==> src/rtl/rf_wb_arbiter.sv <==
`default_nettype none
// ============================================================================
// Module   : rf_wb_arbiter
// Purpose  : Arbitrates NUM_REQ writeback sources onto the single register-file
//            write port and tracks reserved-but-unwritten destinations.
//            Define RF_WB_RR_ARB_EN for round-robin; otherwise fixed priority.
// Revision : 1.0 - initial release
// ============================================================================
module rf_wb_arbiter #(
    parameter int NUM_REQ = 2,
    parameter int XLEN    = 32
) (
    input  logic                    clk,
    input  logic                    rst,
    input  logic [NUM_REQ-1:0]      req_valid,
    output logic [NUM_REQ-1:0]      req_ready,
    input  logic [5*NUM_REQ-1:0]    req_rd,
    input  logic [XLEN*NUM_REQ-1:0] req_data,
    input  logic                    wb_stall,
    input  logic                    rsv_valid,
    input  logic [4:0]              rsv_rd,
    output logic                    reg_write,
    output logic [4:0]              rs3_adds,
    output logic [XLEN-1:0]         w_data,
    output logic [31:0]             pend_mask
);

    localparam int c_IDX_W = (NUM_REQ > 1) ? $clog2(NUM_REQ) : 1;

    logic [4:0]         w_rd_arr   [NUM_REQ];
    logic [XLEN-1:0]    w_data_arr [NUM_REQ];

    logic               w_found;
    logic [c_IDX_W-1:0] w_idx;
    logic               w_xfer;
    logic [4:0]         w_sel_rd;
    logic [XLEN-1:0]    w_sel_data;
    logic [31:0]        w_pend_nxt;

    logic               r_we;
    logic [4:0]         r_addr;
    logic [XLEN-1:0]    r_data;
    logic [31:0]        r_pend;

    generate
        for (genvar gi = 0; gi < NUM_REQ; gi++) begin : g_unpack
            assign w_rd_arr[gi]   = req_rd[5*gi +: 5];
            assign w_data_arr[gi] = req_data[XLEN*gi +: XLEN];
        end
    endgenerate

`ifdef RF_WB_RR_ARB_EN
    localparam logic [c_IDX_W-1:0] c_PTR_RST = c_IDX_W'(NUM_REQ - 1);

    logic [c_IDX_W-1:0] r_ptr;
    logic [c_IDX_W:0]   w_sum;

    // Search begins one past the last winner and wraps, so every valid
    // requester is reached within NUM_REQ-1 foreign grants.
    always_comb begin
        w_found = 1'b0;
        w_idx   = '0;
        w_sum   = '0;
        for (int k = 1; k <= NUM_REQ; k++) begin
            w_sum = {1'b0, r_ptr} + (c_IDX_W + 1)'(k);
            if (w_sum >= (c_IDX_W + 1)'(NUM_REQ)) begin
                w_sum = w_sum - (c_IDX_W + 1)'(NUM_REQ);
            end
            if (!w_found && req_valid[w_sum[c_IDX_W-1:0]]) begin
                w_found = 1'b1;
                w_idx   = w_sum[c_IDX_W-1:0];
            end
        end
    end

    always_ff @(posedge clk) begin
        if (rst) begin
            r_ptr <= c_PTR_RST;
        end else if (w_xfer) begin
            r_ptr <= w_idx;
        end
    end
`else
    always_comb begin
        w_found = 1'b0;
        w_idx   = '0;
        for (int k = 0; k < NUM_REQ; k++) begin
            if (!w_found && req_valid[k]) begin
                w_found = 1'b1;
                w_idx   = c_IDX_W'(k);
            end
        end
    end
`endif

    assign w_xfer     = w_found && !rst && !wb_stall;
    assign w_sel_rd   = w_rd_arr[w_idx];
    assign w_sel_data = w_data_arr[w_idx];

    always_comb begin
        req_ready = '0;
        if (w_xfer) begin
            req_ready[w_idx] = 1'b1;
        end
    end

    // Clear before set: a fresh reservation of the register being written
    // must survive the retiring write.
    always_comb begin
        w_pend_nxt = r_pend;
        if (w_xfer) begin
            w_pend_nxt[w_sel_rd] = 1'b0;
        end
        if (rsv_valid && (rsv_rd != 5'd0)) begin
            w_pend_nxt[rsv_rd] = 1'b1;
        end
        w_pend_nxt[0] = 1'b0;
    end

    always_ff @(posedge clk) begin
        if (rst) begin
            r_we   <= 1'b0;
            r_addr <= '0;
            r_data <= '0;
            r_pend <= '0;
        end else begin
            r_we   <= w_xfer && (w_sel_rd != 5'd0);
            r_pend <= w_pend_nxt;
            if (w_xfer) begin
                r_addr <= w_sel_rd;
                r_data <= w_sel_data;
            end
        end
    end

    assign reg_write = r_we;
    assign rs3_adds  = r_addr;
    assign w_data    = r_data;
    assign pend_mask = r_pend;

endmodule
`default_nettype wire

==> config.mk <==
export PLATFORM = sky130hd
export DESIGN_NAME = rf_wb_arbiter
export DESIGN_NICKNAME = d
export VERILOG_FILES = /design/src/rtl/rf_wb_arbiter.sv
export SDC_FILE = /design/constraint.sdc
export NUM_CORES = 1
export LEC_CHECK = 0
export BUFFER_PORTS_ARGS = -buffer_cell sky130_fd_sc_hd__buf_2
export CAP_MARGIN = 30
export CORE_MARGIN = 5
export CORE_UTILIZATION = 36
export CTS_CLUSTER_SIZE = 24
export DETAILED_ROUTE_END_ITERATION = 7
export GPL_TIMING_DRIVEN = 0
export PLACE_DENSITY = 0.66
export SLEW_MARGIN = 25
export SYNTH_ARGS = -nofsm -noshare
export SYNTH_HDL_FRONTEND = slang
export SYNTH_SLANG_ARGS = --single-unit
export TNS_END_PERCENT = 30
==> constraint.sdc <==
create_clock -name clk -period 1.5 [get_ports clk]
set_clock_uncertainty 0.1 [all_clocks]
set_input_delay 0.3 -clock clk [delete_from_list [all_inputs] [get_ports clk]]
set_output_delay 0.3 -clock clk [all_outputs]
set_load 0.05 [all_outputs]
; ---- Word level (Yosys, flattened, before mapping)
; Index checks and enable logic that the tools add are counted.
[op_classes]
n_lt_le_gt_ge = 7
n_mux = 18
n_bitwise = 4
reduce_logical = 13
[op_table]
columns = op, n
row1 = $mux 32, 5
row2 = $and 32x32->32, 1
row3 = $not 32->32, 1
row4 = $or 32x32->32, 1
row5 = $mux 5, 3
row6 = $lt 5x6->1 const B, 2
row7 = $demux 1 s5, 2
row8 = $ge 5x1->1 const B, 2
row9 = $reduce_bool 5->1, 2
row10 = $logic_and 1x1->1, 8
row11 = $mux 1, 6
row12 = $logic_not 1->1, 3
row13 = $ge 2x2->1 const B, 1
row14 = $lt 1x2->1 const B, 1
row15 = $mux 2, 1
row16 = $not 1->2, 1
row17 = $demux 1 s1, 1
row18 = $ge 1x1->1 const B, 1
[word_totals]
reg_bits = 70
input_bits = 85
output_inout_bits = 72

; ---- Logic depth before layout (Yosys ltp)
; Gate-level depths: netlist of the first run.
[depth]
word_depth = 17
mapped_depth = 7
ltp_nobuf = 4

; ---- Worst setup path after synthesis of the first run
; No wires, ideal clock.
[synth_timing]
path_kind = in2reg
from = in rst
to = reg r_data[1], in the netlist w_data[1]
arrival_ns = 1.494
required_ns = 1.330
path_slack_ns = -0.164
stages = 7
path_buffers = 3
path_cell_list = buf_2 > nor2_1 > and2_1 > buf_2 > buf_2 > a22oi_1 > a21oi_1
[synth_between]
elab_chain_len = 3
[synth_lines]
columns = element, line
row1 = "start, declared", 14  ; input logic rst,
row2 = $logic_not 1->1, 96  ; assign w_xfer = w_found && !rst && !wb_stall;
row3 = $logic_and 1x1->1 (2 in series), 96
row4 = "end signal, assigned", 131  ; r_data <= w_sel_data;
row5 = "end, declared", 42  ; logic [XLEN-1:0] r_data;
; Parallel ways exist; a longest one is shown, timed or not.
; A chain may end at the register's enable or synchronous reset.

; ---- Final worst setup path of the first run
[layout_timing]
from = in req_valid[0]
to = out req_ready[0]
[layout_between]
elab_chain_len = 9
[layout_lines]
columns = element, line
row1 = "start, declared", 15  ; input logic [NUM_REQ-1:0] req_valid,
row2 = $mux 1 *, 88  ; if (!w_found && req_valid[k]) begin
row3 = $logic_not 1->1, 88
row4 = $logic_and 1x1->1, 88
row5 = $mux 1, 88
row6 = $lt 1x2->1 (implied by the code) / $ge 1x1->1 (equally long branches), 103  ; req_ready[w_idx] = 1'b1;
row7 = $logic_and 1x1->1 (implied by the code), 103
row8 = $mux 1 (implied by the code), 103
row9 = $demux 1 s1, 103
row10 = $mux 2 *, 102  ; if (w_xfer) begin
row11 = "end, declared", 16  ; output logic [NUM_REQ-1:0] req_ready,
; Mark *: on every way between the ends. The rest lies on a longest branch, timed or not.

==> results of run 1 <==
## area by class of cell
cell class | instances | area share (%)
Antenna cell | 1 | 0.05708
Buffer | 27 | 3.910
Clock buffer | 11 | 3.453
Clock inverter | 5 | 0.7705
Inverter | 20 | 1.712
Multi-Input combinational cell | 236 | 37.04
Sequential cell | 69 | 31.51
Tap cell | 108 | 3.082
Timing Repair Buffer | 157 | 18.46
## power by group
group | switching, W | internal [W]
Sequential | 0.0000281 | 0.00189
Combinational | 0.000558 | 0.000270
Clock | 0.000714 | 0.000690
## metal layers
layer / up-vias / GRT usage (%) / routed length (µm)
li1: 1658 / - / -
met3: 21 / 6.518 / 1031
met5: - / 0 / 40
met1: 1528 / 22.34 / 4503
met4: 4 / 6.383 / 167
met2: 168 / 31.06 / 4899
## kinds of logic (layout without fill, tap and decap cells)
family          Yosys count  count (layout)  synth area share (%)
compound gates          121             121                 28.06
other cells               1               2                0.1181
flops                    69              69                 43.52
mux                       8               8                 4.296
buf+inv                  47             220                 6.503
simple gates            106             106                 17.50
## state kept, by name (all words and copies together) (netlist names)
name	flops
rs3_adds	5
reg_write	1
pend_mask	31
w_data	32
## cell usage in the layout (no fill, tap or decap), types with 6 or more instances in the layout
| cell | n |
|---|---|
| o32ai_1 | 15 |
| buf_2 | 159 |
| inv_1 | 20 |
| a211oi_1 | 10 |
| nor2_1 | 19 |
| a21oi_1 | 36 |
| nor3_1 | 7 |
| nand2_1 | 37 |
| dfxtp_1 | 69 |
| clkbuf_1 | 10 |
| o21ai_0 | 9 |
| o311ai_0 | 6 |
| a22oi_1 | 33 |
| nor4_1 | 16 |
| clkbuf_8 | 11 |
## per-stage QoR
| stage | hold slack [ns] | worst slack [ns] |
|---|---|---|
| floorplan | 0.4018 | -0.04050 |
| global placement | 0.3362 | -0.4531 |
| detailed placement | 0.3411 | -0.4523 |
| CTS | 0.1339 | 0.001998 |
| global route | 0.1490 | -0.01790 |
| finish | 0.1495 | 0.01092 |
## worst paths after layout
| path | from | end | slack (ns) |
|---|---|---|---|
| setup / recovery | req_valid[0] | req_ready[0] | 0.01 |
| hold / removal | req_data[34] | w_data[2]$_SDFFE_PP0N_ | 0.15 |
| setup reg to reg | pend_mask[30]$_SDFF_PP0_ | pend_mask[30]$_SDFF_PP0_ | 0.64 |
| hold reg to reg | w_data[8]$_SDFFE_PP0N_ | w_data[8]$_SDFFE_PP0N_ | 0.35 |
## worst max-delay path: cells and delay by family
kind	cells	cell delay, ns
buffers and inverters	5	0.65
AND/OR/NAND/NOR	1	0.13
## timing repair
action | CTS | global route
hold buffers | 0 | 0
endpoints found under the setup margin | 3 | 34
setup buffers | 3 | 0
pin swaps | 2 | 1
resized for setup | 16 | 7
==> metrics.md, run 1 <==
| Metric | Value |
|---|---|
| Total GRT Usage | 18.66% |
| First-pass GRT wire length | 16.55 mm |
| Period Utilization, post-route | approximately 99% |
| Number of H-tree levels | 3 |
| Finished Layout Cells | approximately 630 |
| Synth cell types | between 40 and 50 |
| CTS tree | built |
| Design area | 4384 µm² |
| Drt wl/cell | between 15 and 20 µm |
| VDD IR-drop max | 0.0005470 V |
| Post-layout util | 50.52% |
| Dpl hpwl | 8.273 mm |
| Worst Hold Path Cells | 3 |
| FP Rows | 34 |
| Worst-path clk slew | 0.07 ns |
| Max Cap Viol | 0 |
| Die area | 10,800 µm² |
| Post-synthesis async set-or-reset flop share | 0% |
| Placed cell areas | 4105 µm² |
| Min-delay worst type | in2reg |
| Mapped Nets | ~440 |
| Worst Max-Slew Pin Slew | 0.5955 ns |
| Max-Slew Margin vs Limit | roughly three fifths |
| FILL cells | 851 |
| Gr ovfl total | 0 |
| Initial antenna violation count | 2 |
| Commonest cells in the netlist | dfxtp_1, nand2_1, a21oi_1 |
| Cell Area, Synth | 3174 µm² |
| Boundary Pins | 157 |
| Reg2reg path depth | 2 |
| RSZ-0062 raised after global routing | yes |
| Final Max Slew Viols | 0 |
| Critical Path Fanout Max | 10 |
| CTS sink count | 69 |
| Synth top area share | between 40 and 50% |
| Vias in the first global route | approximately 3,300 |
| Vias per Instance | 5.330 |
| Post-layout min period | 1.489 ns |
| Worst Path Required | 1.10 ns |
| DRC | 0 |
| Crit-path cells | buf_2 -> buf_6 -> and2_4 -> buf_6 -> buf_8 -> buf_8 |
| Number of synthesized flops with an enable pin | 0 |
| Detailed Route Iter0 Violations | between 150 and 200 |
| Port Buf Inserts | around 150 |
| Total core area | 8678 µm² |
| Clk_lat worst skew | about 0.34 ns |
| Sequential element share of the synthesized area | 43.52% |
| Worst setup SP type | input port |
| Power per cell area | 947.0 nW/µm² |
| Layout cells sized above 1 | 40.57% |
| Setup TNS | 0 ns |
| PnR Total Power | 0.004152 W |
| Status | finished, final reports clean |
| Fmax | around 670 MHz |
| First-pass iteration count of the detailed router | 5 |
| Area leader, netlist | dfxtp_1 |
| Syn Inst Count | roughly 350 |
| Syn-to-layout area delta | 38.12% |
| Worst path slowest cell | buf_8 |
| Crit. End Element | output pin |
| Pin count of the biggest net entering global routing | 13 |
| Vias | 3,379 |
| Ys Warns | 0 |
| Multi-input gate area | 1624 µm² |
| # setup viols final | 0 |
| Max clock buf depth | 2 |
| Syn avg cell area | 9.018 µm² |
| NumNets Final | about 610 |
| Hold Vio Cnt, Final | 0 |
| Max incr delay on CP | around 0.15 ns |
| GPL Wtd Cong | 0.8578 |
| Cells after DPL | 614 |
| Flops & latches, synth | 69 |
| Detail Route Antenna Nets | 0 |
| Die height | 103.9 µm |
| CTS buffer count | 9 |
| Most frequent cell after synthesis | dfxtp_1 |
| Wirelength, routed | approximately 11 mm |
| Most used DFF post-synth | dfxtp_1 |
| Crit path kind | in2out |
| Die X | 103.9 µm |
| Synth area leaders | dfxtp_1, a22oi_1, a21oi_1, nand2_1, o32ai_1 |
| Initial Util | 36.58% |
| Critical path arrival | 1.09 ns |
| CTS root buf | clkbuf_8 |
| Leak Pwr | roughly 1.8 nW |
| Register area | around 1400 µm² |
No activity file was read; power rests on OpenSTA's default activity.
==> run 2: changes to the inputs <==
CAP_MARGIN = not set   (was 30)
SETUP_SLACK_MARGIN = 0.02   (was not set)
==> metrics.md, run 2 (synthesis gave the netlist of run 1 again) <==
| Metric | Value |
|---|---|
| Cells after DPL | 614 |
| Vias in the first global route | roughly 3,400 |
| DRC | 0 |
| Min-delay worst type | in2reg |
| Power per cell area | between 900 and 1000 nW/µm² |
| FP Rows | 34 |
| Critical Path Fanout Max | 2 |
| Wirelength, routed | 10.73 mm |
| Boundary Pins | approximately 160 |
| Status | finished, final reports clean |
| Initial antenna violation count | 2 |
| GPL Wtd Cong | between 0.8 and 0.9 |
| Detail Route Antenna Nets | 0 |
| Period Utilization, post-route | 94.69% |
| Worst Slack Setup Final | 0.07960 ns |
| First-pass iteration count of the detailed router | 4 |
| Initial Util | between 30% and 40% |
| Layout cells sized above 1 | 40.76% |
| Drt wl/cell | 16.92 µm |
| Max clock buf depth | 2 |
| Post-layout util | 50.39% |
| Crit. End Element | output pin |
| Die height | 103.9 µm |
| Number of H-tree levels | 3 |
| Pre-CTS WS | -0.4691 ns |
| Crit path kind | reg2out |
| Detailed Route Iter0 Violations | 160 |
| # setup viols final | 0 |
| Critical path's top delay family | flip-flops |
| Max reg flops | 32 |
| RSZ-0062 raised after global routing | yes |
| Gr ovfl total | 0 |
| Max incr delay on CP | slightly below 0.4 ns |
| CTS tree | built |
| VDD IR-drop max | around 0.00035 V |
| First-pass GRT wire length | ~17 mm |
| NumNets Final | 605 |
| Die X | 103.9 µm |
| Pin count of the biggest net entering global routing | 13 |
| Dpl hpwl | 8.331 mm |
| PnR Total Power | between 0.004 and 0.005 W |
| CTS root buf | clkbuf_8 |
| Final Max Slew Viols | 0 |
| Worst Path Required | 1.10 ns |
| Vias | ~3,400 |
| Worst setup SP type | register |
| Worst path slowest cell | dfxtp_1 |
| Commonest non-fill, non-tap cells in the layout | buf_2, dfxtp_1, nand2_1 |
| Leak Pwr | 1.847 nW |
| Post-layout min period | about 1.4 ns |
| Clk_lat worst skew | between 0.3 and 0.4 ns |
| Hold Vio Cnt, Final | 0 |
| Die area | 10,800 µm² |
| Vias per Instance | 5.330 |
| Buf/Inv on CP | 1 |
| Total core area | 8678 µm² |
| Max Cap Viol | 0 |
| Syn-to-layout area delta | 37.76% |
| Finished Layout Cells | 634 |
| Fmax | 704.0 MHz |
| Worst-path clk slew | 0.08 ns |
| Port Buf Inserts | 154 |
| CTS buffer count | 9 |
| Total GRT Usage | 19.18% |
| Commonest non-fill, non-tap cell in the layout | buf_2 |
| Critical path arrival | 1.02 ns |
| Setup TNS | 0 ns |
| CTS sink count | slightly below 70 |
| Crit-path cells | buf_2 |
==> run 2: cell types whose count changed in the layout (fill, tap and decap cells not counted) <==
cell / change
and2_4: -1
o21ai_1: -1
o21ai_2: +1
buf_6: -1
buf_8: -1
clkbuf_4: +1
buf_2: +1
clkbuf_2: +1
and2_1: +1
clkbuf_1: -1
==> run 2: layer usage <==
layer  global-route usage, %  up-vias  wire length, µm
li1                        -     1661                -
met1                   21.68     1555             4406
met2                   33.52      145             5251
met3                   6.083       16              892
met4                   7.308        2              159
met5                       0        -               20
==> run 2: final timing paths <==
| path | depth (start not counted) | end | start | slack [ns] |
|---|---|---|---|---|
| setup / recovery | 1 | pend_mask[3] | pend_mask[3]$_SDFF_PP0_ | 0.08 |
| hold / removal | 3 | w_data[14]$_SDFFE_PP0N_ | req_data[46] | 0.14 |
| setup reg to reg | 2 | pend_mask[20]$_SDFF_PP0_ | pend_mask[20]$_SDFF_PP0_ | 0.64 |
| hold reg to reg | 2 | w_data[7]$_SDFFE_PP0N_ | w_data[7]$_SDFFE_PP0N_ | 0.35 |
==> run 2: final cells by class <==
class / count / area, µm²
Inverter: 20 / 75.07
Fill cell: 859 / 4305
Timing Repair Buffer: 158 / 819.5
Tap cell: 108 / 135.1
Clock buffer: 11 / 151.4
Multi-Input combinational cell: 236 / 1625
Buffer: 26 / 148.9
Clock inverter: 5 / 33.78
Antenna cell: 1 / 2.502
Sequential cell: 69 / 1381
==> run 2: timing repair <==
action	CTS	global route
hold buffers	0	0
setup buffers	4	0
resized for setup	11	8
pin swaps	1	2
endpoints found under the setup margin	7	35
cloned	0	0
==> run 2: stage by stage <==
| step | area (µm²) | hold WS [ns] |
|---|---|---|
| CTS | 4357 | 0.1270 |
| global placement | 4114 | 0.3357 |
| detailed placement | 4114 | 0.3399 |
| floorplan | 3208 | 0.4018 |
| finish | 4373 | 0.1403 |
| global route | 4373 | 0.1561 |
==> run 2: power breakdown <==
group | switching, W | internal (W) | leakage [nW]
Combinational | 0.000560 | 0.000266 | 1.20
Sequential | 0.0000270 | 0.00189 | 0.560
Clock | 0.000727 | 0.000690 | 0.0917
Total | 0.00131 | 0.00285 | 1.85
==> run 3: changes to the inputs <==
==> constraint.sdc (replaced) <==
create_clock -name clk -period 1.5 [get_ports clk]
set_clock_uncertainty 0.1 [all_clocks]
set_input_delay 0.15 -clock clk [delete_from_list [all_inputs] [get_ports clk]]
set_output_delay 0.15 -clock clk [all_outputs]
set_load 0.05 [all_outputs]
==> metrics.md, run 3 (synthesis gave the netlist of run 1 again) <==
| Metric | Value |
|---|---|
| Status | finished, final reports clean |
| CTS sink count | 69 |
| Syn-to-layout area delta | 38.00% |
| Reg2reg end | pend_mask[20]$_SDFF_PP0_ |
| Gr ovfl total | 0 |
| VDD IR-drop max | around 0.00042 V |
| # setup viols final | 0 |
| Worst Path Required | 1.25 ns |
| Worst Max-Slew Pin Slew | 0.6428 ns |
| Min-delay src | req_data[41] |
| FF-to-FF setup slack | 0.63 ns |
| Critical path arrival | roughly 1.2 ns |
| Drt wl/cell | 16.59 µm |
| Detailed Route Iter0 Violations | around 160 |
| Worst path slowest cell | nor3_4 |
| Final Max Slew Viols | 0 |
| Total core area | 8678 µm² |
| Vias per Instance | 5.302 |
| CTS tree | built |
| GPL Wtd Cong | 0.8368 |
| Worst Hold Path Cells | 3 |
| Vias | 3,367 |
| Initial antenna violation count | 1 |
| Boundary Pins | 157 |
| CTS root buf | clkbuf_8 |
| Crit Reg-Reg Startpoint | pend_mask[20]$_SDFF_PP0_ |
| First-pass iteration count of the detailed router | 4 |
| FP Rows | 34 |
| Pin count of the biggest net entering global routing | 14 |
| Worst setup SP type | input port |
| Wirelength, routed | roughly 11 mm |
| Total GRT Usage | about a fifth |
| Post-layout min period | 1.420 ns |
| Critical path's top delay family | simple AND/OR/NAND/NOR gates |
| Reg2reg path depth | 2 |
| Setup TNS | 0 ns |
| Worst-path clk slew | approximately 0.080 ns |
| RSZ-0062 raised after global routing | yes |
| Buf/Inv on CP | 3 |
| Crit path kind | in2out |
| Commonest non-fill, non-tap cell in the layout | buf_2 |
| Hold Vio Cnt, Final | 0 |
| Placed cell areas | 4083 µm² |
| Crit-path cells | buf_2 -> nand2b_2 -> nor3_4 -> buf_6 -> buf_4 |
| Max clock buf depth | 2 |
| DRC | 0 |
| Max reg flops | 32 |
| Layout cells sized above 1 | a little under 40% |
| Worst hold endpoint | w_data[9]$_SDFFE_PP0N_ |
| Number of antenna diodes | 0 |
| Critical Path Fanout Max | 10 |
| Max incr delay on CP | around 0.29 ns |
| Post-layout util | 50.48% |
| FILL cells | 860 |
| Commonest non-fill, non-tap cells in the layout | buf_2, dfxtp_1, nand2_1 |
| NumNets Final | 607 |
| Die area | 10,800 µm² |
| Dpl hpwl | 8.369 mm |
| Crit. End Element | output pin |
| CTS buffer count | 9 |
| First-pass GRT wire length | 16.49 mm |
| Max-Slew Margin vs Limit | 56.86% |
| Leak Pwr | roughly 1.8 nW |
| Die height | 103.9 µm |
| Clk_lat worst skew | ~0.34 ns |
| Initial Util | between 30% and 40% |
| Period Utilization, post-route | 94.67% |
| Port Buf Inserts | approximately 150 |
| Max Cap Viol | 0 |
| Min-delay worst type | in2reg |
| Die X | 103.9 µm |
| Detail Route Antenna Nets | 0 |
| Design area | 4380 µm² |
| Fmax | 704.2 MHz |
| Vias in the first global route | about 3,200 |
| Power per cell area | approximately 1000 nW/µm² |
| Number of H-tree levels | 3 |
## run 3: cell types whose count changed in the layout (fill, tap and decap cells not counted), moves of 2 or more
cell,delta
clkbuf_2,-4
clkbuf_1,+4
clkbuf_8,-2
buf_2,+2
dlygate4sd3_1,+3
buf_6,-2
bufinv_16,+2
clkinv_2,-2
## run 3: per-stage QoR
stage	std cells	setup WS, ns	total power, W	hold slack (ns)
global route	635	0.001748	0.004589	0.01235
CTS	633	0.001253	0.004458	0.004008
finish	635	0.07991	0.004423	0.01199
global placement	614	-0.2226	0.002749	0.3366
floorplan	352	0.06861	0.002473	0.2518
detailed placement	614	-0.2413	0.002760	0.3407
## run 3: area by class of cell
| class | count | area [µm²] | share of cell area [%] |
|---|---|---|---|
| Clock inverter | 6 | 93.84 | 2.142 |
| Timing Repair Buffer | 159 | 820.8 | 18.74 |
| Buffer | 27 | 140.1 | 3.199 |
| Multi-Input combinational cell | 236 | 1607 | 36.68 |
| Inverter | 20 | 75.07 | 1.714 |
| Sequential cell | 69 | 1381 | 31.53 |
| Clock buffer | 10 | 127.6 | 2.913 |
| Tap cell | 108 | 135.1 | 3.085 |
## run 3: how the worst max path moves through the flow
stage	slack, ns	from	to	cells after the start
6_report	0.08	req_valid[0]	req_ready[1]	5
3_5_place_dp	-0.24	req_valid[0]	req_ready[1]	5
2_1_floorplan	0.07	req_valid[0]	pend_mask[11]$_SDFF_PP0_	5
5_1_grt	0.002	req_valid[0]	w_data[19]$_SDFFE_PP0N_	7
4_1_cts	0.001	req_valid[0]	req_ready[1]	5
3_3_place_gp	-0.22	req_valid[0]	req_ready[1]	5
## run 3: worst reg2reg max path: stages (launching register included)
cell and delay (ns):
dfxtp_1 0.34, inv_1 0.04, o32ai_1 0.29
## run 3: repair_timing
| item | in CTS | in global routing |
|---|---|---|
| endpoints found under the hold margin | 3 | 0 |
| pin swaps | 0 | 1 |
| gates resized for setup | 5 | 3 |
| endpoints found under the setup margin | 2 | 7 |
| hold buffers | 3 | 0 |
| setup buffers | 0 | 2 |
## run 3: routing by layer
metal	vias to the layer above	routed length, µm	global-route usage, %
li1	1661	-	-
met1	1523	4594	23.07
met2	168	4827	30.92
met3	13	1003	6.207
met4	2	95	4.995
met5	-	13	0
## run 3: report_power, final
group          internal [W]  switching [W]
Combinational      0.000260       0.000552
Clock              0.000952       0.000739
Sequential          0.00189      0.0000291
Total               0.00310        0.00132
